==> src/rtl/clk_rst_gen.sv <==
// Reset sequencer and clock-enable generator for the PLL clock domain: synchronises lock,
// holds reset until lock plus a fixed hold time, and drops back to reset on filtered lock loss.
module clk_rst_gen #(
    parameter int unsigned                    CHANNELS    = 2,
    parameter int unsigned                    DIV_W       = 16,
    parameter logic [CHANNELS*DIV_W-1:0]      DIVS        = {16'd25, 16'd1},
    parameter int unsigned                    HOLD_CYCLES = 1024,
    parameter int unsigned                    FILTER      = 4
) (
    input  logic                clk,
    input  logic                rst,
    input  logic                locked,
    input  logic                clr_lost,
    output logic                rst_out,
    output logic                ready,
    output logic [CHANNELS-1:0] ce,
    output logic                lock_lost
);

    localparam int unsigned HOLD_W = (HOLD_CYCLES > 1) ? $clog2(HOLD_CYCLES) : 1;
    localparam int unsigned FILT_W = (FILTER > 1) ? $clog2(FILTER) : 1;
    localparam logic [HOLD_W-1:0] HOLD_LAST = HOLD_W'(HOLD_CYCLES - 1);
    localparam logic [FILT_W-1:0] FILT_LAST = FILT_W'(FILTER - 1);

    typedef enum logic [1:0] {
        StWaitLock,
        StHold,
        StRun
    } state_e;

    state_e              state_q, state_d;
    logic [HOLD_W-1:0]   hold_cnt_q, hold_cnt_d;
    logic [FILT_W-1:0]   filt_cnt_q, filt_cnt_d;
    logic                locked_m, locked_s;
    logic                loss;
    logic                rst_out_d, ready_d, lock_lost_d;
    logic                run_d, run_q;

    // Two-flop synchroniser for the asynchronous lock flag.
    always_ff @(posedge clk) begin
        if (rst) begin
            locked_m <= 1'b0;
            locked_s <= 1'b0;
        end else begin
            locked_m <= locked;
            locked_s <= locked_m;
        end
    end

    always_ff @(posedge clk) begin
        if (rst) begin
            state_q    <= StWaitLock;
            hold_cnt_q <= '0;
            filt_cnt_q <= '0;
            rst_out    <= 1'b1;
            ready      <= 1'b0;
            lock_lost  <= 1'b0;
        end else begin
            state_q    <= state_d;
            hold_cnt_q <= hold_cnt_d;
            filt_cnt_q <= filt_cnt_d;
            rst_out    <= rst_out_d;
            ready      <= ready_d;
            lock_lost  <= lock_lost_d;
        end
    end

    always_comb begin
        state_d    = state_q;
        hold_cnt_d = hold_cnt_q;
        filt_cnt_d = filt_cnt_q;
        loss       = 1'b0;
        unique case (state_q)
            StWaitLock: begin
                hold_cnt_d = '0;
                filt_cnt_d = '0;
                if (locked_s) begin
                    state_d = StHold;
                end
            end
            StHold: begin
                filt_cnt_d = '0;
                // A drop during hold restarts sequencing unfiltered and is not reported.
                if (!locked_s) begin
                    state_d    = StWaitLock;
                    hold_cnt_d = '0;
                end else if (hold_cnt_q == HOLD_LAST) begin
                    state_d    = StRun;
                    hold_cnt_d = '0;
                end else begin
                    hold_cnt_d = hold_cnt_q + 1'b1;
                end
            end
            StRun: begin
                hold_cnt_d = '0;
                if (locked_s) begin
                    filt_cnt_d = '0;
                end else if (filt_cnt_q == FILT_LAST) begin
                    loss       = 1'b1;
                    state_d    = StWaitLock;
                    filt_cnt_d = '0;
                end else begin
                    filt_cnt_d = filt_cnt_q + 1'b1;
                end
            end
            default: begin
                state_d    = StWaitLock;
                hold_cnt_d = '0;
                filt_cnt_d = '0;
            end
        endcase
    end

    always_comb begin
        rst_out_d   = (state_d != StRun);
        ready_d     = (state_d == StRun);
        lock_lost_d = lock_lost;
        if (loss) begin
            lock_lost_d = 1'b1;
        end else if (clr_lost) begin
            lock_lost_d = 1'b0;
        end
    end

    assign run_d = (state_d == StRun);
    assign run_q = (state_q == StRun);

    // Each divider counter tracks the phase of the coming cycle, so the strobe is registered
    // together with it and lands in RUN cycle DIV, DIV*2, ...
    for (genvar i = 0; i < CHANNELS; i++) begin : g_div
        localparam logic [DIV_W-1:0] DIV      = DIVS[i*DIV_W +: DIV_W];
        localparam logic [DIV_W-1:0] DIV_LAST = DIV - 1'b1;

        logic [DIV_W-1:0] cnt_q, cnt_d;
        logic             ce_q, ce_d;

        always_comb begin
            cnt_d = '0;
            ce_d  = 1'b0;
            if (run_d && (DIV != '0)) begin
                if (run_q && (cnt_q != DIV_LAST)) begin
                    cnt_d = cnt_q + 1'b1;
                end
                ce_d = (cnt_d == DIV_LAST);
            end
        end

        always_ff @(posedge clk) begin
            if (rst) begin
                cnt_q <= '0;
                ce_q  <= 1'b0;
            end else begin
                cnt_q <= cnt_d;
                ce_q  <= ce_d;
            end
        end

        assign ce[i] = ce_q;
    end

endmodule

==> config.mk <==
export PLATFORM = sky130hd
export DESIGN_NAME = clk_rst_gen
export DESIGN_NICKNAME = d
export VERILOG_FILES = /design/src/rtl/clk_rst_gen.sv
export SDC_FILE = /design/constraint.sdc
export NUM_CORES = 1
export LEC_CHECK = 0
export BUFFER_PORTS_ARGS = -buffer_cell sky130_fd_sc_hd__buf_4
export CELL_PAD_IN_SITES_DETAIL_PLACEMENT = 0
export CELL_PAD_IN_SITES_GLOBAL_PLACEMENT = 1
export CORE_MARGIN = 1.5
export CORE_UTILIZATION = 47
export DETAILED_ROUTE_END_ITERATION = 8
export PLACE_DENSITY_LB_ADDON = 0.25
export SYNTH_ARGS = -nofsm -noshare
export SYNTH_HDL_FRONTEND = slang
export SYNTH_SLANG_ARGS = --single-unit
export TNS_END_PERCENT = 1
==> constraint.sdc <==
create_clock -name clk -period 2.8 [get_ports clk]
set_clock_uncertainty 0.15 [all_clocks]
set_input_delay 0.14 -clock clk [delete_from_list [all_inputs] [get_ports clk]]
set_output_delay 0.14 -clock clk [all_outputs]
set_load 0.01 [all_outputs]
# Word level (Yosys, flattened, before mapping)
# Index checks and enable logic that the tools add are counted.
[word_totals]
ff_bits = 53
word_cells = 52
in_bits = 4
[op_classes]
addsub = 4
bitwise = 4
eq_ne = 8
mux = 15
n_reduce_logical = 9
[ops]
columns = ["op", "count"]
rows = [
  ["two-way mux 16 bit", 4],
  ["adder 16 x 1 -> 16 bit (second input constant)", 2],
  ["equality test 16 x 5 -> 1 bit (second input constant)", 1],
  ["logical NOT 16 bit", 1],
  ["!= test 16 x 5 -> 1 bit (second input constant)", 1],
  ["nonzero test 16 bit", 1],
  ["adder 10 x 1 -> 10 bit (second input constant)", 1],
  ["equality test 10 bit (second input constant)", 1],
  ["two-way mux 2 bit", 5],
  ["OR reduction 4 bit", 2],
  ["equality test 2 bit (second input constant)", 3],
  ["one-hot mux 2 bit (3 select lines)", 1],
  ["two-way mux 1 bit", 5],
  ["NOT 1 bit", 4],
  ["adder 2 x 1 -> 2 bit (second input constant)", 1],
  ["equality test 2 x 1 -> 1 bit (second input constant)", 1],
  ["logical AND 1 bit", 2],
  ["logical NOT 2 bit", 1],
  ["!= test 2 bit (second input constant)", 1],
  ["nonzero test 2 bit", 1],
  ["OR reduction 2 bit", 1],
]

# Depth between registers and ports, before layout
# Gate-level depths: netlist of the first run.
[depth]
ltp_word = 7
mapped_depth = 9

# Least setup slack after synthesis of the first run
# No wires, ideal clock.
[synth_timing]
path_type = "reg-to-reg"
startpoint = "register g_div[1].cnt_q[0]"
endpoint = "register g_div[1].ce_q"
required_time_ns = 2.528
arrival_time_ns = 1.745
path_slack_ns = 0.783
path_stages_with_launch = 8
setup_time_ns = 0.122
path_cell_list = "dfxtp_1 -> ha_1 -> buf_2 -> nand4_2 -> nor3_1 -> mux2i_2 -> nor4_1 -> o311a_1"
[synth_via]
elab_chain_len = 5
[synth_lines]
columns = ["element", "line_no", "text"]
rows = [
  ["from (decl)", "134", "logic [DIV_W-1:0] cnt_q, cnt_d;"],
  ["from (signal assigned)", "153", "cnt_q <= cnt_d;"],
  ["parallel branches: the longest is 2 deep, another holds adder 16 x 1 -> 16 bit", "n/a", ""],
  ["two-way mux 16 bit *", "141", "if (run_q && (cnt_q != DIV_LAST)) begin"],
  ["two-way mux 16 bit *", "140", "if (run_d && (DIV != '0)) begin"],
  ["equality test 16 x 5 -> 1 bit *", "144", "ce_d = (cnt_d == DIV_LAST);"],
  ["to (signal assigned)", "151", "ce_q <= 1'b0;"],
  ["to (signal assigned)", "154", "ce_q <= ce_d;"],
  ["to (decl)", "135", "logic ce_q, ce_d;"],
]
# Mark *: on every way between the ends. The select of a mux whose other input is x is not followed.
# A chain may end at the register's enable or synchronous reset.

# Final worst setup path of the first run
[layout_timing]
startpoint = "register g_div[0].cnt_q[0]"
endpoint = "register g_div[0].cnt_q[14]"
[layout_via]
elab_chain_len = 4
[layout_lines]
columns = ["element", "line_no"]
rows = [
  ["from (decl)", "134"],
  ["from (signal assigned)", "153"],
  ["parallel branches: the longest is 2 deep, another holds adder 16 x 1 -> 16 bit", "n/a"],
  ["two-way mux 16 bit *", "141"],
  ["two-way mux 16 bit *", "140"],
]
# Marks and branches as above.

==> results.txt, run 1 <==
----------------------------------------------------
[Placed design]
  Port buffer count ... 8
  Weighted congestion reported at the end of routability-driven placement ... 0.860
  Total half-perimeter wirelength after legalization and detailed placement ... 3440 um

[Routing]
  Highest metal layer with signal wires ... met4
  Vias per cell ... 5.16
  Number of violations reported at the end of detailed-routing iteration 0 ... 60
  Count of antenna-violating nets left after detailed routing ... 0
  Total vias in the final route ... 1988
  Total met3 wirelength after detailed routing ... 156 um
  Number of optimization iterations in the first detailed-route pass ... 4
  Routed length on met2 ... 2200 um
  Number of remaining DRC errors ... 0
  Routed length on met1 ... 2270 um
  Post-detailed-routing wire length ... 4710 um
  WL per Instance ... 12.2 um

[STA]
  Final count of negative-setup-slack endpoints ... 0
  Summed negative setup slack over all endpoints ... 0 ps
  F_max ... 443 MHz
  Fin Hold WS ... 285 ps
  Period minus WS final ... 2260 ps
  Max-slew violation count ... 0
  Slew margin rel. ... 60.9%
  Share of the clock period used by the worst path after layout ... 80.6%
  Measured slew at the worst slew-check pin ... 582 ps
  Hold violation count in the final report ... 0
  RSZ-0062 raised after global routing ... no

[Yosys]
  Leading cell types by total area after synthesis ... dfxtp_1 (40%), nor2_1 (8.3%), xnor2_1 (8.3%)
  Post-synth top area share ... 40.0%
  Most area-hungry cell type in the Yosys netlist ... dfxtp_1
  Most instantiated flip-flop cell in the synthesis netlist ... dfxtp_1
  Number of flip-flops and latches in the synthesized netlist ... 53
  Share of flip-flops with an asynchronous set or reset after synthesis ... 0%
  Gate Count Post-Synth ... 311
  Synthesized netlist net count ... 321
  Area of the mapped netlist ... 2650 um2
  Synth unique cells ... 49
  Number of synthesis warnings ... 0
  Sequential-to-total area share from yosys stat ... 40.0%
  Count of flip-flops with a built-in enable after synthesis ... 0
  Syn avg cell area ... 8.53 um2

[Die]
  Number of standard-cell rows in the floorplan ... 27
  Die Footprint ... 6100 um2
  Starting Density ... 48.5%
  Number of I/O pins ... 9
  CORE AREA ... 5470 um2
  Vertical die dimension ... 78.1 um
  Die Wd ... 78.1 um

[Hold path]
  Hold Path Cell Cnt ... 1
  Terminating pin of the worst hold path ... filt_cnt_q[0]
  Worst hold path type ... reg2reg
  Startpoint of the most critical hold path ... filt_cnt_q[0]

[Final layout]
  Most frequent cells in the layout ... nor2_1 (59), dfxtp_1 (53), xnor2_1 (25), nand3_1 (18), xor2_1 (14)
  P&R area growth vs syn ... 7.69%
  Most common library cell in the layout ignoring fill and taps ... nor2_1
  Ant diodes ... 0
  Layout cells sized above 1 ... 8.95%
  Layout filler cell count ... 534
  Final-stage net count ... 322

[Worst setup path]
  Startpoint of the worst register-to-register path ... g_div[0].cnt_q[0]
  Startpoint type of the worst setup path ... register
  Critical-path cell with the highest stage delay ... or4b_1
  Setup Crit Path Kind ... reg2reg
  Crit path cell chain ... inv_1 > ha_1 > or4b_1 > nor4_1 > a41o_1 > nand2b_1 > buf_4 > nor2_1
  Biggest fanout along the worst timing path ... 10
  Worst-case register-to-register setup slack ... 540 ps
  Capturing point of the worst reg2reg path ... g_div[0].cnt_q[14]
  Depth of the worst register-to-register path ... 8
  Arrival time of data at the critical path endpoint ... 2310 ps
  Category of the worst setup path capture point ... register
  Crit path required time ... 2860 ps
  Peak per-stage delay on the critical path ... 420 ps

[Global routing]
  Vias in the first global route ... 1944
  First-pass GRT wire length ... 8490 um
  Total gr overflow ... 0
  Antenna violations before repair ... 0
  Global-route total usage across every layer ... 17.2%
  Maximum number of pins on one net before global-route repair ... 18

[Clocking]
  # clock sinks ... 53
  Clock tree from TritonCTS ... yes
  Number of buffers inserted for hold repair after clock tree synthesis ... 3
  Clock root buffer master ... clkbuf_8
  Maximum level of the CTS H-tree ... 2
  Max Buffers Root-to-Sink ... 2
  Clock slew seen by the registers of the worst setup and hold paths ... 100 ps
  Later-pin clock latency in the skew report ... 310 ps
  Num CTS Buffers ... 5
  Post-cts sizing count ... 0
  Post-CTS setup buffer count ... 0

[Status]
  Outcome ... complete, no violations

[Pwr]
  VDD IR-drop max ... 0.213 mV
  Power per Cell Area ... 453 nW/um2
  Static leakage ... 0.969 nW

[Run]
  Count of maximum capacitance violations ... 0

----------------------------------------------------
[flip-flops by register name, indices dropped and copies added (netlist names)]
signal / flops
hold_cnt_q: 10
lock_lost: 1
g_div.ce_q: 2
filt_cnt_q: 2
rst_out: 1
g_div.cnt_q: 32
state_q: 2
ready: 1
locked_s: 1
locked_m: 1
[layer usage]
metal  track usage [%]  up-vias
li1                  -     1055
met1              21.1      902
met2              29.1       23
met3              4.30        8
met4              6.07        0
met5                 0        -
[cells by family (layout without fill, tap and decap cells)]
logic type	after synthesis	in the layout	share of synthesized area, %
flops	53	53	40.0
xor+xnor	39	39	12.9
mux	4	4	1.65
simple gates	159	159	32.0
compound gates	19	19	4.86
fa+ha+maj	6	6	2.83
buf+inv	31	33	5.75
[where the power goes]
part	switching [mW]	internal, mW	leakage (nW)
clock	0.261	0.268	0.0585
combinational	0.00294	0.00666	0.484
sequential	0.000991	0.755	0.427
total	0.265	1.03	0.969
[Yosys cell counts (2+ instances only)]
cell type / instances
nor2_1: 59
dfxtp_1: 53
xnor2_1: 25
nand3_1: 18
xor2_1: 14
nand2_1: 12
inv_1: 11
nor3_1: 11
and3_1: 10
nor4_1: 10
buf_2: 7
nand4_1: 7
clkbuf_1: 6
ha_1: 6
nor2b_1: 6
buf_4: 5
a21oi_1: 4
and2_1: 4
mux2i_1: 3
nand2b_1: 3
nor3b_1: 3
o21ai_0: 3
a21o_1: 2
a31oi_1: 2
nand3b_1: 2
nand4_2: 2
[critical path: cells and delay by family (launching register included)]
| kind | cells | cell delay (ps) |
|---|---|---|
| AOI/OAI and AO/OA | 1 | 220 |
| adders and majority gates | 1 | 140 |
| buffers and inverters | 2 | 320 |
| DFF | 1 | 380 |
| and+or+nand+nor | 4 | 940 |
[per-stage QoR]
stage | instances | utilization [%] | area (um2) | power (mW) | worst slack, ps
6_report | 385 | 52.2 | 2860 | 1.29 | 545
5_1_grt | 385 | 52.2 | 2860 | 1.34 | 383
4_1_cts | 385 | 52.2 | 2860 | 1.31 | 509
3_5_place_dp | 374 | 49.6 | 2710 | 0.780 | 529
3_3_place_gp | 374 | 49.6 | 2710 | 0.780 | 505
2_1_floorplan | 311 | - | 2650 | 0.775 | 783
[area by class of cell]
type | count | area (um2) | share of cell area [%]
Clock buffer | 5 | 68.8 | 2.41
Timing Repair Buffer | 14 | 113 | 3.94
Tap cell | 72 | 90.1 | 3.15
Clock inverter | 3 | 43.8 | 1.53
Inverter | 11 | 41.3 | 1.45
Sequential cell | 53 | 1060 | 37.1
Multi-Input combinational cell | 227 | 1440 | 50.4
[worst max path at each step]
stage                      startpoint            endpoint  slack, ps
floorplan           g_div[1].cnt_q[0]       g_div[1].ce_q        780
global placement    g_div[0].cnt_q[0]  g_div[0].cnt_q[13]        510
detailed placement  g_div[0].cnt_q[0]  g_div[0].cnt_q[14]        530
CTS                 g_div[0].cnt_q[0]  g_div[0].cnt_q[14]        510
global route        g_div[0].cnt_q[0]  g_div[0].cnt_q[14]        380
finish              g_div[0].cnt_q[0]  g_div[0].cnt_q[14]        540
Power figures use the tool's default switching activity.
==> inputs of run 2 (changes only) <==
--- a/config.mk
+++ b/config.mk
@@ -5,11 +5,12 @@
 export SDC_FILE = /design/constraint.sdc
 export NUM_CORES = 1
 export LEC_CHECK = 0
+export ABC_AREA = 1
 export BUFFER_PORTS_ARGS = -buffer_cell sky130_fd_sc_hd__buf_4
 export CELL_PAD_IN_SITES_DETAIL_PLACEMENT = 0
 export CELL_PAD_IN_SITES_GLOBAL_PLACEMENT = 1
 export CORE_MARGIN = 1.5
-export CORE_UTILIZATION = 47
+export CORE_UTILIZATION = 41
 export DETAILED_ROUTE_END_ITERATION = 8
 export PLACE_DENSITY_LB_ADDON = 0.25
 export SYNTH_ARGS = -nofsm -noshare
==> constraint.sdc (replaced) <==
create_clock -name clk -period 2 [get_ports clk]
set_clock_uncertainty 0.15 [all_clocks]
set_input_delay 0.1 -clock clk [delete_from_list [all_inputs] [get_ports clk]]
set_output_delay 0.1 -clock clk [all_outputs]
set_load 0.01 [all_outputs]
==> results.txt, run 2 <==
----------------------------------------------------
[Global routing]
  Global-route total usage across every layer ... 17.1% (-0.064 points)
  Vias in the first global route ... 2283 (+17%)
  Total gr overflow ... 0 (unchanged)
  Antenna violations before repair ... 0 (unchanged)
  Maximum number of pins on one net before global-route repair ... 18 (unchanged)
  First-pass GRT wire length ... 10200 um (+20%)

[Clocking]
  Num CTS Buffers ... 5 (unchanged)
  Clock slew seen by the registers of the worst setup and hold paths ... 100 ps (about the same)
  Max Buffers Root-to-Sink ... 2 (unchanged)
  Clock root buffer master ... clkbuf_8
  Clock tree from TritonCTS ... yes
  # clock sinks ... 53 (unchanged)
  Later-pin clock latency in the skew report ... 300 ps (about the same)
  Maximum level of the CTS H-tree ... 2 (unchanged)

[Yosys]
  Synth unique cells ... 33 (-33%)
  Sequential-to-total area share from yosys stat ... 37.1% (-2.9 points)
  Count of flip-flops with a built-in enable after synthesis ... 0 (unchanged)
  Number of flip-flops and latches in the synthesized netlist ... 53 (unchanged)
  Leading cell types by total area after synthesis ... dfxtp_1 (37%), nor2_1 (12%), nand2_1 (12%)
  Synthesized netlist net count ... 419 (+31%)
  Syn avg cell area ... 7.00 um2 (-18%)
  Leading cell types by count after synthesis ... nor2_1 (90), nand2_1 (88), dfxtp_1 (53), inv_1 (40), nand3_1 (27)
  Share of flip-flops with an asynchronous set or reset after synthesis ... 0% (unchanged)
  Post-synth top area share ... 37.1% (-2.9 points)
  Most instantiated flip-flop cell in the synthesis netlist ... dfxtp_1
  Most area-hungry cell type in the Yosys netlist ... dfxtp_1
  Number of synthesis warnings ... 0 (unchanged)
  Most instantiated library cell after synthesis ... nor2_1
  Gate Count Post-Synth ... 409 (+32%)
  Area of the mapped netlist ... 2860 um2 (+7.9%)

[Worst setup path]
  Arrival time of data at the critical path endpoint ... 1950 ps (-360 ps)
  Crit path required time ... 2100 ps (-760 ps)
  Depth of the worst register-to-register path ... 12 (+4)
  Category of the worst setup path capture point ... register
  Worst-case register-to-register setup slack ... 150 ps (-400 ps)
  Biggest fanout along the worst timing path ... 7 (-3)
  Startpoint type of the worst setup path ... register
  Setup Crit Path Kind ... reg2reg
  Capturing point of the worst reg2reg path ... g_div[0].ce_q
  Startpoint of the worst register-to-register path ... g_div[0].cnt_q[0]

[Placed design]
  Post-Place Worst Slack ... 73.2 ps (-456 ps)
  Total half-perimeter wirelength after legalization and detailed placement ... 4430 um (+29%)
  Port buffer count ... 8 (unchanged)
  Weighted congestion reported at the end of routability-driven placement ... 0.796 (-7.5%)
  Area after detailed placement ... 3000 um2 (+11%)

[STA]
  F_max ... 539 MHz (+22%)
  Final count of negative-setup-slack endpoints ... 0 (unchanged)
  Period minus WS final ... 1850 ps (-401 ps)
  RSZ-0062 raised after global routing ... yes
  Hold violation count in the final report ... 0 (unchanged)
  Slew margin rel. ... 74.4% (+14 points)
  Share of the clock period used by the worst path after layout ... 92.7% (+12 points)
  Measured slew at the worst slew-check pin ... 382 ps (-200 ps)
  Max-slew violation count ... 0 (unchanged)
  Setup slack of the critical path after layout ... 146 ps (-399 ps)

[Die]
  Die Wd ... 86.5 um (+11%)
  Die Footprint ... 7490 um2 (+23%)
  CORE AREA ... 6760 um2 (+23%)
  Vertical die dimension ... 86.5 um (+11%)
  Number of I/O pins ... 9 (unchanged)
  Starting Density ... 42.4% (-6.1 points)
  Number of standard-cell rows in the floorplan ... 30 (+11%)

[Final layout]
  Max FFs per register ... 32 (unchanged)
  Final-stage net count ... 437 (+36%)
  Largest registers ranked by flip-flop count ... g_div.cnt_q (32), hold_cnt_q (10)
  Ant diodes ... 0 (unchanged)
  Largest Register ... g_div.cnt_q
  P&R area growth vs syn ... 12.3%
  Most frequent cells in the layout ... nor2_1 (86), nand2_1 (86), dfxtp_1 (49), inv_1 (40), nand3_1 (27)
  Layout cells sized above 1 ... 16.8% (+7.9 points)
  Area of all placed cells without fillers ... 3210 um2 (+13%)
  Final core utilization ... 47.6% (-4.6 points)

[Routing]
  Count of antenna-violating nets left after detailed routing ... 0 (unchanged)
  Total met3 wirelength after detailed routing ... 197 um (+26%)
  Total vias in the final route ... 2436 (+23%)
  Routed length on met2 ... 2520 um (+14%)
  Vias per cell ... 4.80 (-7.1%)
  Number of remaining DRC errors ... 0 (unchanged)
  Highest metal layer with signal wires ... met4
  Number of optimization iterations in the first detailed-route pass ... 4 (unchanged)
  Number of violations reported at the end of detailed-routing iteration 0 ... 98 (+63%)
  Routed length on met1 ... 3050 um (+34%)
  Post-detailed-routing wire length ... 5790 um (+23%)
  WL per Instance ... 11.4 um (-6.8%)

[Status]
  Outcome ... complete, no violations

[Hold path]
  Terminating pin of the worst hold path ... locked_s
  Startpoint of the most critical hold path ... locked_m
  Worst hold path type ... reg2reg
  Hold Path Cell Cnt ... 2 (+1)

[Run]
  Count of maximum capacitance violations ... 0 (unchanged)

[Pwr]
  Power per Cell Area ... 605 nW/um2 (+34%)
  Static leakage ... 1.23 nW (+27%)
  VDD IR-drop max ... 0.311 mV (+46%)

----------------------------------------------------
-- run 2: cell types whose count changed after synthesis, sizes merged, moves of 7 or more --
cell,delta
and3,-10
clkbuf,-7
inv,+35
nand2,+84
nand3,+10
nor2,+40
nor3,+9
xnor2,-23
-- run 2: timing repair --
action,in CTS,in global routing
endpoints found under the setup margin,0,6
gates resized for setup,0,12
buffers inserted,0,2
hold buffers,3,0
endpoints found under the hold margin,4,0
-- run 2: critical path, stage by stage, from the launching register on --
cell and delay (ps):
dfxtp_2 360, inv_1 140, ha_1 180, inv_1 40
nor2_1 70, nand2_1 50, nor2_1 170, a21boi_4 130
o21ai_1 110, nand2_1 90, nor2_2 130, nand3_1 100
nor2_1 80
-- run 2: logic make-up after synthesis --
logic type	synth area share, %
fa+ha+maj	2.62
simple gates	43.6
buf+inv	8.22
xor+xnor	3.98
flops	37.1
compound gates	4.55
-- run 2: through the flow --
stage,cells,power (mW),TNS [ps],hold slack [ps]
CTS,506,1.97,0,259
finish,508,1.95,0,258
global placement,495,1.09,0,151
floorplan,409,1.09,0,19.1
global route,508,2.02,-15.9,270
detailed placement,495,1.09,0,155
-- run 2: final cells by class --
cell class	instances	area [um2]
clock inverters	3	68.8
well taps	80	100
fillers	703	3540
inverters	47	178
multi-input cells	302	1590
clock buffers	5	68.8
flip-flops and latches	53	1070
repair buffers	18	143
-- run 2: worst max-delay path by stage --
stage                      start            end
3_3_place_gp   g_div[0].cnt_q[0]  g_div[0].ce_q
4_1_cts        g_div[0].cnt_q[1]  g_div[0].ce_q
2_1_floorplan  g_div[0].cnt_q[0]  g_div[0].ce_q
5_1_grt        g_div[0].cnt_q[2]  g_div[0].ce_q
3_5_place_dp   g_div[0].cnt_q[0]  g_div[0].ce_q
6_report       g_div[0].cnt_q[0]  g_div[0].ce_q
-- run 2: per-layer routing --
metal / vias up / GRT usage [%]
li1: 1330 / -
met1: 1080 / 24.3
met2: 24 / 27.1
met3: 2 / 3.33
met4: 0 / 3.52
met5: - / 0
-- run 2: power by group --
part	internal, mW	switching (mW)
clock	0.504	0.368
combinational	0.00910	0.00631
sequential	1.06	0.00135
==> inputs of run 3 (changes only) <==
--- a/config.mk
+++ b/config.mk
@@ -9,9 +9,9 @@
 export BUFFER_PORTS_ARGS = -buffer_cell sky130_fd_sc_hd__buf_4
 export CELL_PAD_IN_SITES_DETAIL_PLACEMENT = 0
 export CELL_PAD_IN_SITES_GLOBAL_PLACEMENT = 1
-export CORE_MARGIN = 1.5
 export CORE_UTILIZATION = 41
 export DETAILED_ROUTE_END_ITERATION = 8
+export GPL_ROUTABILITY_DRIVEN = 0
 export PLACE_DENSITY_LB_ADDON = 0.25
 export SYNTH_ARGS = -nofsm -noshare
 export SYNTH_HDL_FRONTEND = slang
==> constraint.sdc (replaced) <==
create_clock -name clk -period 2 [get_ports clk]
set_clock_uncertainty 0.15 [all_clocks]
set_input_delay 0.1 -clock clk [delete_from_list [all_inputs] [get_ports clk]]
set_output_delay 0.1 -clock clk [all_outputs]
set_load 0.1 [all_outputs]
==> results.txt, run 3 (synthesized netlist as in run 2, its figures left out) <==
----------------------------------------------------
[Hold path]
  Hold Path Cell Cnt ... 2 (unchanged)
  Startpoint of the most critical hold path ... locked_m
  Worst hold path type ... reg2reg
  Terminating pin of the worst hold path ... locked_s

[Final layout]
  Largest registers ranked by flip-flop count ... g_div.cnt_q (32), hold_cnt_q (10)
  Final-stage net count ... 439 (+0.46%)
  P&R area growth vs syn ... 11.6%
  Ant diodes ... 0 (unchanged)
  Most frequent cells in the layout ... nor2_1 (89), nand2_1 (87), dfxtp_1 (52), inv_1 (40), nand3_1 (27)
  Max FFs per register ... 32 (unchanged)
  Most common library cell in the layout ignoring fill and taps ... nor2_1
  Number of non-filler instances in the completed layout ... 510 (+0.39%)
  Largest Register ... g_div.cnt_q
  Layout cells sized above 1 ... 15.6% (-1.2 points)
  Final core utilization ... 47.3% (-0.30 points)

[STA]
  Slew margin rel. ... 72.8% (-1.7 points)
  Max-slew violation count ... 0 (unchanged)
  RSZ-0062 raised after global routing ... yes
  Measured slew at the worst slew-check pin ... 408 ps (+25.2 ps)
  Hold violation count in the final report ... 0 (unchanged)
  Period minus WS final ... 1810 ps (-45.9 ps)
  Final count of negative-setup-slack endpoints ... 0 (unchanged)
  Share of the clock period used by the worst path after layout ... 90.4% (-2.3 points)
  Fin Hold WS ... 262 ps (+4.32 ps)
  F_max ... 553 MHz (+2.5%)

[Clocking]
  Max Buffers Root-to-Sink ... 2 (unchanged)
  Clock slew seen by the registers of the worst setup and hold paths ... 100 ps (about the same)
  Num CTS Buffers ... 5 (unchanged)
  Later-pin clock latency in the skew report ... 300 ps (about the same)
  Clock root buffer master ... clkbuf_8
  # clock sinks ... 53 (unchanged)
  Maximum level of the CTS H-tree ... 2 (unchanged)
  Clock tree from TritonCTS ... yes

[Worst setup path]
  Setup Crit Path Kind ... reg2reg
  Top delay family on crit path ... simple AND/OR/NAND/NOR gates
  Critical-path cell with the highest stage delay ... dfxtp_1
  Peak per-stage delay on the critical path ... 400 ps (+40 ps)
  Worst Path Buf+Inv ... 0 (-2)
  Biggest fanout along the worst timing path ... 5 (-2)
  Cell type with the highest occurrence count on the critical path ... nor2_1
  Startpoint of the worst register-to-register path ... g_div[0].cnt_q[1]
  Worst-case register-to-register setup slack ... 190 ps (+50 ps)
  Crit path cell chain ... ha_1 > nand2_1 > nor2_2 > nand3_1 > xor2_1 > nor2_1 > nor2_1 > nand3_1 > nor2_1
  Category of the worst setup path capture point ... register
  Capturing point of the worst reg2reg path ... g_div[0].ce_q
  Startpoint type of the worst setup path ... register
  Arrival time of data at the critical path endpoint ... 1900 ps (-50 ps)
  Crit path required time ... 2090 ps (about the same)
  Depth of the worst register-to-register path ... 9 (-3)

[Die]
  Die Wd ... 85.5 um (-1.2%)
  Number of I/O pins ... 9 (unchanged)
  CORE AREA ... 6760 um2 (unchanged)
  Number of standard-cell rows in the floorplan ... 30 (unchanged)
  Vertical die dimension ... 85.5 um (-1.2%)
  Die Footprint ... 7320 um2 (-2.3%)
  Starting Density ... 42.4% (unchanged)

[Placed design]
  Placed Cells incl. Taps ... 496 (+0.20%)
  Port buffer count ... 8 (unchanged)
  Total half-perimeter wirelength after legalization and detailed placement ... 4610 um (+3.9%)

[Global routing]
  Maximum number of pins on one net before global-route repair ... 16 (-2)
  Global-route total usage across every layer ... 17.8% (+0.70 points)
  Total gr overflow ... 0 (unchanged)
  Vias in the first global route ... 2225 (-2.5%)
  Antenna violations before repair ... 0 (unchanged)
  First-pass GRT wire length ... 10400 um (+1.6%)

[Status]
  Outcome ... complete, no violations

[Routing]
  Number of violations reported at the end of detailed-routing iteration 0 ... 96 (-2.0%)
  Number of remaining DRC errors ... 0 (unchanged)
  Post-detailed-routing wire length ... 6030 um (+4.2%)
  Number of optimization iterations in the first detailed-route pass ... 4 (unchanged)
  WL per Instance ... 11.8 um (+3.8%)
  Vias per cell ... 4.92 (+2.6%)
  Count of antenna-violating nets left after detailed routing ... 0 (unchanged)
  Total vias in the final route ... 2509 (+3.0%)

[Pwr]
  Power per Cell Area ... 574 nW/um2 (-5.2%)
  VDD IR-drop max ... 0.289 mV (-7.0%)
  Overall Power ... 1.83 mW (-5.8%)
  Static leakage ... 1.22 nW (-0.46%)

[Run]
  Count of maximum capacitance violations ... 0 (unchanged)

----------------------------------------------------
run 3: cell types whose count changed in the layout (fill, tap and decap cells not counted):
cell and change:
nor2_2 -2, dfxtp_1 +3, clkbuf_1 +1, bufinv_16 -1, nand2_1 +1, inv_6 -1, dfxtp_2 -3, nor3_1 -1
nand2_2 -1, nor2_4 -1, clkbuf_8 +1, nor2_1 +3, nor3_2 +1, buf_4 +2
run 3: layout make-up:
class	instances	area (um2)
clock buffers	7	86.3
clock inverters	1	30.0
fillers	726	3560
inverters	47	178
multi-input cells	302	1580
flip-flops and latches	53	1060
well taps	80	100
repair buffers	20	158
run 3: timing repair:
| item | in CTS | in global routing |
|---|---|---|
| hold endpoints to repair | 4 | 0 |
| hold buffers | 3 | 0 |
| endpoints found under the setup margin | 0 | 8 |
| setup buffers | 0 | 3 |
| resized for setup | 0 | 5 |
run 3: per-layer routing:
layer / up-vias / routed length, um / GRT usage, % / share of wire (%)
met1: 1134 / 3180 / 26.1 / 53
met2: 35 / 2610 / 27.2 / 43
met4: 0 / 47 / 4.09 / 0.78
li1: 1336 / - / - / -
met3: 4 / 186 / 3.18 / 3.1
met5: - / 0 / 0 / 0
run 3: worst max path at each step:
stage                       from             to  slack, ps  cells past startpoint
2_1_floorplan  g_div[0].cnt_q[0]  g_div[0].ce_q        360                     12
3_3_place_gp   g_div[1].cnt_q[0]  g_div[1].ce_q        150                     11
3_5_place_dp   g_div[0].cnt_q[0]  g_div[0].ce_q        120                     10
4_1_cts        g_div[0].cnt_q[0]  g_div[0].ce_q         90                     10
5_1_grt        g_div[1].cnt_q[0]  g_div[1].ce_q        -60                     11
6_report       g_div[0].cnt_q[1]  g_div[0].ce_q        190                      9
run 3: power breakdown:
group	internal (mW)	total, mW	leakage, nW	switching (mW)
Combinational	0.00912	0.0158	0.737	0.00668
Clock	0.409	0.759	0.0585	0.350
Sequential	1.06	1.06	0.428	0.00131
run 3: worst reg2reg max path, cell delays in order (launching register included):
cell	delay (ps)
dfxtp_1	400
ha_1	210
nand2_1	120
nor2_2	180
nand3_1	130
xor2_1	220
nor2_1	60
nor2_1	110
nand3_1	80
nor2_1	90
run 3: stage by stage:
| stage | setup slack (ps) | TNS (ps) | cell area [um2] |
|---|---|---|---|
| 2_1_floorplan | 359 | 0 | 2860 |
| 3_3_place_gp | 151 | 0 | 3010 |
| 3_5_place_dp | 123 | 0 | 3010 |
| 4_1_cts | 92.3 | 0 | 3160 |
| 5_1_grt | -64.3 | -64.3 | 3190 |
| 6_report | 192 | 0 | 3190 |
